<file path="src/rtl/instr_fetch_decode_if.sv">
// Memory read port of the fetch front end: req/ack handshake plus address and data.
interface instr_fetch_decode_if;
    logic        mem_req;
    logic [31:0] mem_addr;
    logic        mem_ack;
    logic [31:0] mem_rdata;

    modport master (
        output mem_req,
        output mem_addr,
        input  mem_ack,
        input  mem_rdata
    );

    modport slave (
        input  mem_req,
        input  mem_addr,
        output mem_ack,
        output mem_rdata
    );
endinterface

</file>
<file path="src/rtl/instr_fetch_decode.sv">
// Instruction fetch front end: IR/PC/NZCV registers, a req/ack fetch FSM,
// and the family / condition-pass decode that feeds the microsequencer.
module instr_fetch_decode #(
    parameter logic [31:0] RESET_PC = 32'h0000_0000,
    parameter int unsigned PC_STEP  = 4
) (
    input  logic                         clk,
    input  logic                         rst_n,
    input  logic                         fetch,
    instr_fetch_decode_if.master         mem,
    input  logic                         pc_load,
    input  logic [31:0]                  pc_in,
    input  logic                         flag_we,
    input  logic [3:0]                   flag_in,
    output logic [31:0]                  ir,
    output logic                         ir_valid,
    output logic [31:0]                  pc_out,
    output logic [3:0]                   flags,
    output logic [15:0]                  family_bits,
    output logic                         COND
);

    typedef enum logic [1:0] {
        IDLE,
        REQ,
        DONE
    } state_t;

    state_t state;
    state_t state_nx;
    logic   req;
    logic   ir_load;

    always_ff @(posedge clk or negedge rst_n) begin
        if (!rst_n) begin
            state <= IDLE;
        end else begin
            state <= state_nx;
        end
    end

    always_comb begin
        state_nx = state;
        req      = 1'b0;
        ir_valid = 1'b0;
        ir_load  = 1'b0;
        case (state)
            IDLE: begin
                if (fetch) begin
                    state_nx = REQ;
                end
            end
            REQ: begin
                req = 1'b1;
                if (mem.mem_ack) begin
                    ir_load  = 1'b1;
                    state_nx = DONE;
                end
            end
            DONE: begin
                ir_valid = 1'b1;
                state_nx = IDLE;
            end
            default: begin
                state_nx = IDLE;
            end
        endcase
    end

    assign mem.mem_req  = req;
    assign mem.mem_addr = pc_out;

    // A branch/writeback load wins over the post-fetch increment.
    always_ff @(posedge clk or negedge rst_n) begin
        if (!rst_n) begin
            ir     <= '0;
            pc_out <= RESET_PC;
            flags  <= '0;
        end else begin
            if (ir_load) begin
                ir <= mem.mem_rdata;
            end
            if (pc_load) begin
                pc_out <= pc_in;
            end else if (ir_load) begin
                pc_out <= pc_out + 32'(PC_STEP);
            end
            if (flag_we) begin
                flags <= flag_in;
            end
        end
    end

    logic n_f;
    logic z_f;
    logic c_f;
    logic v_f;

    assign {n_f, z_f, c_f, v_f} = flags;

    always_comb begin
        COND = 1'b0;
        unique case (ir[31:28])
            4'h0: COND = z_f;
            4'h1: COND = !z_f;
            4'h2: COND = c_f;
            4'h3: COND = !c_f;
            4'h4: COND = n_f;
            4'h5: COND = !n_f;
            4'h6: COND = v_f;
            4'h7: COND = !v_f;
            4'h8: COND = c_f && !z_f;
            4'h9: COND = !c_f || z_f;
            4'hA: COND = (n_f == v_f);
            4'hB: COND = (n_f != v_f);
            4'hC: COND = !z_f && (n_f == v_f);
            4'hD: COND = z_f || (n_f != v_f);
            4'hE: COND = 1'b1;
            4'hF: COND = 1'b0;
        endcase
    end

    // First matching rule wins, so the chain order is significant.
    always_comb begin
        family_bits = '0;
        if (ir[27:24] == 4'b1111) begin
            family_bits[15] = 1'b1;
        end else if (ir[27:26] == 2'b11) begin
            family_bits[14] = 1'b1;
        end else if (ir[27:25] == 3'b101) begin
            family_bits[13] = 1'b1;
        end else if (ir[27:25] == 3'b100) begin
            family_bits[12] = 1'b1;
        end else if (ir[27:25] == 3'b011 && ir[4]) begin
            family_bits[11] = 1'b1;
        end else if (ir[27:25] == 3'b011) begin
            family_bits[10] = 1'b1;
        end else if (ir[27:25] == 3'b010) begin
            family_bits[9] = 1'b1;
        end else if (ir[27:23] == 5'b00110 && ir[21:20] == 2'b10) begin
            family_bits[8] = 1'b1;
        end else if (ir[27:25] == 3'b001) begin
            family_bits[7] = 1'b1;
        end else if (ir[24:23] == 2'b10 && ir[21:20] == 2'b00
                     && ir[11:4] == 8'b0000_1001) begin
            family_bits[4] = 1'b1;
        end else if (ir[24:23] == 2'b01 && ir[7:4] == 4'b1001) begin
            family_bits[3] = 1'b1;
        end else if (ir[24:22] == 3'b000 && ir[7:4] == 4'b1001) begin
            family_bits[2] = 1'b1;
        end else if (ir[7] && ir[4]) begin
            family_bits[5] = 1'b1;
        end else if (ir[24:23] == 2'b10 && !ir[20]) begin
            family_bits[6] = 1'b1;
        end else if (ir[4]) begin
            family_bits[1] = 1'b1;
        end else begin
            family_bits[0] = 1'b1;
        end
    end

endmodule

</file>
<file path="src/flat_wrapper.sv">
// flat-port wrapper written by rule: the top's interface ports become plain ports
module instr_fetch_decode_flat 
#(
    parameter logic [31:0] RESET_PC = 32'h0000_0000,
    parameter int unsigned PC_STEP  = 4
)
  (clk, rst_n, fetch, pc_load, pc_in, flag_we, flag_in, ir, ir_valid, pc_out, flags, family_bits, COND, mem_mem_req, mem_mem_addr, mem_mem_ack, mem_mem_rdata);
  instr_fetch_decode_if mem_i ();
  input  logic clk;
  input  logic rst_n;
  input  logic fetch;
  input  logic pc_load;
  input  logic [31:0] pc_in;
  input  logic flag_we;
  input  logic [3:0] flag_in;
  output logic [31:0] ir;
  output logic ir_valid;
  output logic [31:0] pc_out;
  output logic [3:0] flags;
  output logic [15:0] family_bits;
  output logic COND;
  output wire logic [$bits(mem_i.mem_req)-1:0] mem_mem_req;
  output wire logic [$bits(mem_i.mem_addr)-1:0] mem_mem_addr;
  input wire logic [$bits(mem_i.mem_ack)-1:0] mem_mem_ack;
  input wire logic [$bits(mem_i.mem_rdata)-1:0] mem_mem_rdata;
  assign mem_mem_req = mem_i.mem_req;
  assign mem_mem_addr = mem_i.mem_addr;
  assign mem_i.mem_ack = mem_mem_ack;
  assign mem_i.mem_rdata = mem_mem_rdata;
  instr_fetch_decode #(.RESET_PC(RESET_PC), .PC_STEP(PC_STEP)) u_core (.clk(clk), .rst_n(rst_n), .fetch(fetch), .mem(mem_i), .pc_load(pc_load), .pc_in(pc_in), .flag_we(flag_we), .flag_in(flag_in), .ir(ir), .ir_valid(ir_valid), .pc_out(pc_out), .flags(flags), .family_bits(family_bits), .COND(COND));
endmodule
</file>
<file path="config.mk">
export PLATFORM = sky130hd
export DESIGN_NAME = instr_fetch_decode_flat
export DESIGN_NICKNAME = d
export VERILOG_FILES = /design/src/rtl/instr_fetch_decode_if.sv /design/src/rtl/instr_fetch_decode.sv /design/src/flat_wrapper.sv
export SDC_FILE = /design/constraint.sdc
export NUM_CORES = 1
export LEC_CHECK = 0
export BUFFER_PORTS_ARGS = -buffer_cell sky130_fd_sc_hd__buf_4
export CORE_ASPECT_RATIO = 1.4
export CORE_UTILIZATION = 40
export CTS_CLUSTER_SIZE = 14
export DETAILED_ROUTE_END_ITERATION = 10
export PLACE_DENSITY = 0.72
export SLEW_MARGIN = 20
export SYNTH_ARGS = -nofsm -noshare
export SYNTH_HDL_FRONTEND = slang
export SYNTH_SLANG_ARGS = --single-unit
</file>
<file path="constraint.sdc">
create_clock -name clk -period 2.35 [get_ports clk]
set_input_delay 0.47 -clock clk [delete_from_list [all_inputs] [get_ports clk]]
set_output_delay 0.47 -clock clk [all_outputs]
set_load 0.1 [all_outputs]
</file>
---- Word-level counts from Yosys, hierarchy flattened ----
Cells that the tools add are included.
storage, ports and cells
  output and inout port bits .............. 119
  register bits ........................... 70
  logic and storage cells ................. 106
  input bits .............................. 74
operators by class
  add/subtract/negate cells ............... 1
  reduce and logical (&&, ||, !) cells .... 23
  muxes and demuxes ....................... 44
  equality and inequality tests ........... 34
operator list
  cell                                                  number
  2-to-1 mux 32 bit                                     2
  equality test 4 bit (second input constant)           10
  adder 32 x 3 -> 32 bit (second input constant)        1
  2-to-1 mux 1 bit                                      21
  equality test 4 x 3 -> 1 bit (second input constant)  4
  2-to-1 mux 2 bit                                      8
  one-hot mux 1 bit (16 select lines)                   1
  2-to-1 mux 15 bit                                     1
  2-to-1 mux 14 bit                                     1
  2-to-1 mux 13 bit                                     1
  2-to-1 mux 12 bit                                     1
  2-to-1 mux 11 bit                                     1
  logical AND 1 bit                                     10
  2-to-1 mux 10 bit                                     1
  2-to-1 mux 9 bit                                      1
  equality test 2 bit (second input constant)           4
  equality test 4 x 2 -> 1 bit (second input constant)  2
  equality test 8 x 4 -> 1 bit (second input constant)  1
  2-to-1 mux 8 bit                                      1
  2-to-1 mux 7 bit                                      1
  equality test 3 x 2 -> 1 bit (second input constant)  2
  equality test 3 bit (second input constant)           2
  equality test 5 x 3 -> 1 bit (second input constant)  1
  logical NOT 1 bit                                     5
  other kinds (15)                                      19

---- Depth between registers and ports, before layout ----
Gate-level depths: netlist of the first run.
  depth in word-level cells ............... 16
  gate-level depth with buffers ........... 6
  depth with buffers taken out ............ 5

---- Worst setup path before layout of the first run ----
No wires, ideal clock.
  kind .................................... register to output
  start ................................... register u_core.ir[24]
  end ..................................... output family_bits[8]
  data arrival time ....................... 4.691 ns
  stages on the path, launching flop included .. 4
  path buffers ............................ 0
  setup slack ............................. -2.811 ns
  data required time ...................... 1.880 ns
  path through ............................ dfrtp_1 nor3b_1 nand2_1 nor4b_1
on the way
  cells in the longest elaborated chain, start to end .. 10
RTL lines
  what                          line                       source
  from (decl)                   instr_fetch_decode.sv:15   output logic [31:0] ir,
  from (signal assigned)        instr_fetch_decode.sv:81   ir <= mem.mem_rdata;
  equality test 5 x 3 -> 1 bit  instr_fetch_decode.sv:140  end else if (ir[27:23] == 5'b00110 && ir[21:20] == 2'b10) begin
  logical AND 1 bit             instr_fetch_decode.sv:140
  2-to-1 mux 1 bit              instr_fetch_decode.sv:140
  2-to-1 mux 9 bit              instr_fetch_decode.sv:138  end else if (ir[27:25] == 3'b010) begin
  2-to-1 mux 10 bit             instr_fetch_decode.sv:136  end else if (ir[27:25] == 3'b011) begin
  2-to-1 mux 11 bit             instr_fetch_decode.sv:134  end else if (ir[27:25] == 3'b011 && ir[4]) begin
  2-to-1 mux 12 bit             instr_fetch_decode.sv:132  end else if (ir[27:25] == 3'b100) begin
  2-to-1 mux 13 bit             instr_fetch_decode.sv:130  end else if (ir[27:25] == 3'b101) begin
  2-to-1 mux 14 bit             instr_fetch_decode.sv:128  end else if (ir[27:26] == 2'b11) begin
  2-to-1 mux 15 bit *           instr_fetch_decode.sv:126  if (ir[27:24] == 4'b1111) begin
  to (decl)                     flat_wrapper.sv:20         output logic [15:0] family_bits;
Every way passes the cells marked *; elsewhere a longest branch is shown, timed or not.

---- Worst setup path after layout of the first run ----
  start ................................... register u_core.ir[30]
  end ..................................... output COND
on the way
  cells in the longest elaborated chain, start to end .. 2
RTL lines
  what                                               line                       source
  equality test 4 bit, or another cell as far along  instr_fetch_decode.sv:103  unique case (ir[31:28])
  one-hot mux 1 bit (16 select lines) *              instr_fetch_decode.sv:103
  to (decl)                                          flat_wrapper.sv:21         output logic COND;
Marks and branches as above.

==> results.cfg, run 1 <==
[run_status]
outcome = finished with violations
violations = setup timing

[setup_path]
critPathMaxFanout = 4
critPathLaunchType = register
crit_arrival_ns = 1.94
timing_worst_setup_path_type = register to output port
critPathRequiredTime_ns = 1.88
endpoint_kind = output port
r2r_cells = 4

[floorplanning]
rows = 42
ios = 193
start_util_pct = 41.3
fp.dieArea_sq_um = 10200
dieWidth_um = 85.5
die_y_um = 119
core_sq_um = 9460

[final_layout]
nNetsFinal = 699
drive_above_1_share_pct = 47.1
antenna_cells = 0
finalCoreUtilization_pct = 62.6
area_delta_synth_final_pct = 51.6
fillCellCount = 825
instances_no_fill = 739

[synthesis]
yosys-top-cells-count = nand2_1, dfrtp_1, buf_4, nor2_1, clkbuf_1
syn-mean-instance-area_sq_um = 8.51
synth_nets = 534
synth-edff-count = 0
yosysMostFrequentCell = nand2_1
synth_top_area_share_pct = 44.8
synth_area_leader_cell = dfrtp_1
synth_cell_types = 41
synth_cells = 459
ys_ff_latch = 70
synthTopCellsByArea = dfrtp_1, nand2_1, buf_4
synthFlopType = dfrtp_1
async_flop_share_pct = 100
yosysSeqAreaShare_pct = 44.8
synth_area_sq_um = 3910
ys.warnings.count = 0

[routing]
via_per_inst = 5.37
drt-total-wl_um = 11600
dr.first_iter.drc_count = 177
route.detailed.drc = 0
first_pass_iters = 4
num_vias = 3969
antenna_left = 0
wire_per_inst_um = 15.7

[clock_network]
cts_sinks = 70
cts-htree-levels = 3
cts_buffers = 9
cts-root-buf = clkbuf_16
cts_tree = yes
cts.clk_slew.worst_paths_ns = 0.05
clockBufferDepth = 2
insertion_delay_ns = 0.33

[placed_design]
place_congestion = 0.830
post-place-cells = 718
hpwl_um = 8730
pre_cts_ws_ns = 0.202
port_buffers = 192

[sta]
fin_crit_ns = 2.41
slew_violations = 0
hold_viol = 0
setup_viol = 1
period_share_pct = 102
worst_slack_ns = -0.0556
whs_ns = 0.0881
clock.fmax_mhz = 416
worst_pin_slew_ns = 0.727
rsz0062_at_grt = true
relSlewSlack_pct = 51.1
fin_skew_ns = 0.00689

[power]
pwr_density_cell_nw_per_um2 = 1220
leakage_nw = 2.76
power_mw = 7.21
ir_drop_uv = 513

[global_routing]
grt-ovfl-total = 0
track_usage_pct = 23.1
grt_pass1_vias = 3819
antenna_found_initial = 0
grt_max_degree = 39
grt_pass1_wl_um = 18600

[worst_hold_path]
worstHoldPathType = input port to async pin

[flow_run]
maxCapViolations = 0
-- repair_timing --
item,CTS,global route
setup endpoints to repair,6,7
setup buffers,4,1
hold buffers,0,0
pin swaps,6,3
resized for setup,8,8
-- registers in the layout, summed over array words and instances, names as in the netlist --
register             count
u_core.mem.mem_addr     32
u_core.flags             4
u_core.state             2
u_core.ir               32
-- layer usage --
metal / wire length [um] / track usage, % / part of all wire [%] / up-vias
met5: 0 / 0 / 0 / -
met4: 297 / 9.58 / 2.6 / 0
met3: 545 / 3.19 / 4.7 / 19
met2: 6190 / 41.7 / 53 / 143
met1: 4590 / 27.1 / 39 / 1899
li1: - / - / - / 1908
-- logic make-up (layout without fill, tap and decap cells) --
family,after synthesis,in the layout,share of synthesized area (%)
AOI/OAI and AO/OA,58,58,9.99
xor gates and xnor gates,10,10,2.24
adders and majority gates,1,1,0.320
buffers and inverters,64,234,9.45
DFF,70,70,44.8
muxes,9,9,2.53
and+or+nand+nor,247,247,30.6
-- cells in the final DEF (no fill, tap or decap), types with 5 or more instances in the layout --
cell type and count:
buf_4 200, nand2_1 125, dfrtp_2 33, dfrtp_1 30, nor2_1 29, o31ai_1 15
or4_1 15, nand4_1 14, a31oi_1 14, nand3_1 12, o21ai_0 11, clkbuf_16 9
inv_1 8, buf_6 8, xnor2_1 7, mux2_2 7, dfrtp_4 7, nor3b_4 6
nor2b_1 5
-- per-stage QoR --
step,instance area [sq um],setup TNS (ns)
after detailed placement,5510,0
after floorplan,4200,-3.78
after global routing,5920,-0.162
after CTS,5880,-0.113
final,5920,-0.0556
after global placement,5510,0
-- layout make-up --
| class | count | area [sq um] | area share [%] |
|---|---|---|---|
| clock buffer | 12 | 256 | 4.33 |
| clock inverter | 4 | 45.0 | 0.760 |
| inverter | 8 | 30.0 | 0.507 |
| multi-input combinational | 325 | 2000 | 33.8 |
| sequential | 70 | 1820 | 30.7 |
| tap | 110 | 138 | 2.32 |
| timing repair buffer | 210 | 1630 | 27.5 |
-- worst max-delay path: stages, from the launching register on --
cell      delay [ns]
dfrtp_4         0.48
and3b_1         0.18
a22oi_1         0.15
mux2_2          0.36
o211ai_1        0.19
buf_6           0.25
-- report_power, final --
| part | internal [mW] | switching (mW) |
|---|---|---|
| combinational | 0.904 | 3.13 |
| clock | 0.873 | 0.477 |
| sequential | 1.48 | 0.347 |
-- final timing paths --
| kind | slack, ns | from | end |
|---|---|---|---|
| worst min register to register | 0.47 | u_core.ir[15]$_DFFE_PN0P_ | u_core.ir[15]$_DFFE_PN0P_ |
| min in group clk | 0.33 | mem_mem_rdata[8] | u_core.ir[8]$_DFFE_PN0P_ |
| worst max-delay path | -0.06 | u_core.ir[30]$_DFFE_PN0P_ | COND |
| worst max register to register | 0.27 | u_core.state[1]$_DFFE_PN0P_ | u_core.mem.mem_addr[27]$_DFFE_PN0N_ |
| worst min-delay path | 0.09 | rst_n | u_core.mem.mem_addr[28]$_DFFE_PN0N_ |
| max in group asynchronous | 1.66 | rst_n | u_core.ir[28]$_DFFE_PN0P_ |
Power figures use the tool's default switching activity.
==> run 2: changes to the inputs <==
--- a/config.mk
+++ b/config.mk
@@ -10,6 +10,7 @@
 export CORE_UTILIZATION = 40
 export CTS_CLUSTER_SIZE = 14
 export DETAILED_ROUTE_END_ITERATION = 10
+export GPL_TIMING_DRIVEN = 0
 export PLACE_DENSITY = 0.72
 export SLEW_MARGIN = 20
 export SYNTH_ARGS = -nofsm -noshare
==> constraint.sdc (replaced) <==
create_clock -name clk -period 2.3 [get_ports clk]
set_input_delay 0.46 -clock clk [delete_from_list [all_inputs] [get_ports clk]]
set_output_delay 0.46 -clock clk [all_outputs]
set_load 0.1 [all_outputs]
==> run 2 against run 1 <==
Compared with the run above: the run still ends with setup timing left; flip-flop and latch count is the same; register-to-register slack lost 0.16 ns; core utilization grew 3.9 points; count of clock-buffer cells in the layout shrank 2; largest cell class unchanged.
==> results.cfg, run 2 (synthesis results as in run 1) <==
[power]
pwr_density_cell_nw_per_um2 = 1210
ir_drop_uv = 674
power_mw = 7.64
leakage_nw = 2.93

[clock_network]
insertion_delay_ns = 0.33
cts-root-buf = clkbuf_16
cts-htree-levels = 3
cts_tree = yes
clockBufferDepth = 2
cts_sinks = 70
cts.clk_slew.worst_paths_ns = 0.06
hold_buffers = 0
cts_buffers = 9

[sta]
fin_skew_ns = 0.00605
whs_ns = 0.240
rsz0062_at_grt = true
worst_pin_slew_ns = 0.892
tns_ns = -0.280
period_share_pct = 105
hold_viol = 0
worst_slack_ns = -0.111
slew_violations = 0
setup_viol = 5
clock.fmax_mhz = 415
relSlewSlack_pct = 40.5
fin_crit_ns = 2.41

[floorplanning]
dieWidth_um = 85.5
start_util_pct = 41.3
die_y_um = 119
rows = 42
core_sq_um = 9460
fp.dieArea_sq_um = 10200
ios = 193

[global_routing]
antenna_found_initial = 0
grt_pass1_wl_um = 20100
grt-ovfl-total = 0
grt_max_degree = 71
grt_pass1_vias = 4158
track_usage_pct = 25.0

[placed_design]
hpwl_um = 9230
port_buffers = 192
place_congestion = 0.820
postPlaceCellArea_sq_um = 5790
pre_cts_ws_ns = -0.0366

[setup_path]
r2r_start = u_core.state[1]$_DFFE_PN0P_
endpoint_kind = output port
cp_slowest_cell = dfrtp_4
cp_slowest_stage_delay_ns = 0.48
critPathRequiredTime_ns = 1.84
crit_chain = clkbuf_16 -> nor3_4 -> nand4_1 -> buf_4 -> nor3b_4 -> buf_12
worstSetupStartpoint = u_core.ir[27]$_DFFE_PN0P_
critPathLaunchType = register
critPathMaxFanout = 3
crit_arrival_ns = 1.95
timing_worst_setup_path_type = register to output port

[final_layout]
nNetsFinal = 747
antenna_cells = 0
postLayoutCellArea_sq_um = 6290
layout_common_cells = buf_4, nand2_1, dfrtp_2
final_common_cell = buf_4
fillCellCount = 801
drive_above_1_share_pct = 49.3
area_delta_synth_final_pct = 61.0

[flow_run]
maxCapViolations = 0

[run_status]
violations = setup timing
outcome = finished with violations

[routing]
route.detailed.drc = 0
wire_per_inst_um = 16.0
dr.first_iter.drc_count = 154
first_pass_iters = 4
num_vias = 4215
via_per_inst = 5.36
antenna_left = 0
drt-total-wl_um = 12600

[worst_hold_path]
worstHoldPathType = input port to async pin
==> run 2: changes by cell type in the layout (fill, tap and decap cells not counted), sizes merged <==
cell,delta
clkinvlp,+1
buf,+30
bufinv,+1
clkbuf,+16
==> run 2: worst max-delay path: cells and delay by family (launching register included) <==
kind / cells / cell delay [ns]
AND/OR/NAND/NOR: 3 / 0.56
buffers and inverters: 3 / 0.57
flip-flops: 1 / 0.48
==> run 2: layout make-up <==
cell class | instances | area [sq um] | share of cell area, %
buffer | 52 | 345 | 5.49
clock buffer | 10 | 229 | 3.64
clock inverter | 6 | 86.3 | 1.37
inverter | 8 | 30.0 | 0.477
multi-input combinational | 325 | 2030 | 32.2
sequential | 70 | 1830 | 29.0
tap | 110 | 138 | 2.19
timing repair buffer | 206 | 1610 | 25.6
==> run 2: timing repair <==
action                                  in CTS  in global routing
endpoints found under the setup margin       8                  8
setup buffers                               13                  1
pin swaps                                    8                  4
resized for setup                           17                  9
==> run 2: path summary, 6_finish.rpt <==
check	end	slack (ns)	cells past startpoint
worst max-delay path	family_bits[3]	-0.11	6
min in group clk	u_core.ir[6]$_DFFE_PN0P_	0.32	3
max in group asynchronous	u_core.ir[26]$_DFFE_PN0P_	1.36	1
worst max register to register	u_core.mem.mem_addr[30]$_DFFE_PN0N_	0.11	6
worst min register to register	u_core.ir[18]$_DFFE_PN0P_	0.47	2
worst min-delay path	u_core.ir[4]$_DFFE_PN0P_	0.24	1
==> run 2: power by group <==
group / internal, mW / switching, mW
sequential: 1.51 / 0.359
clock: 0.947 / 0.515
combinational: 1.06 / 3.25
==> run 2: through the flow <==
stage	cells	utilization, %
final	787	66.5
after global routing	787	66.5
after CTS	786	66.0
after detailed placement	761	61.2
after global placement	761	61.2
after floorplan	459	-
==> run 2: metal layers <==
metal  share of wire (%)  GRT usage, %  vias up
li1                    -             -     2008
met1                  38          28.5     2021
met2                  54          45.0      155
met3                 4.2          3.05       31
met4                 3.3          12.8        0
met5                   0             0        -
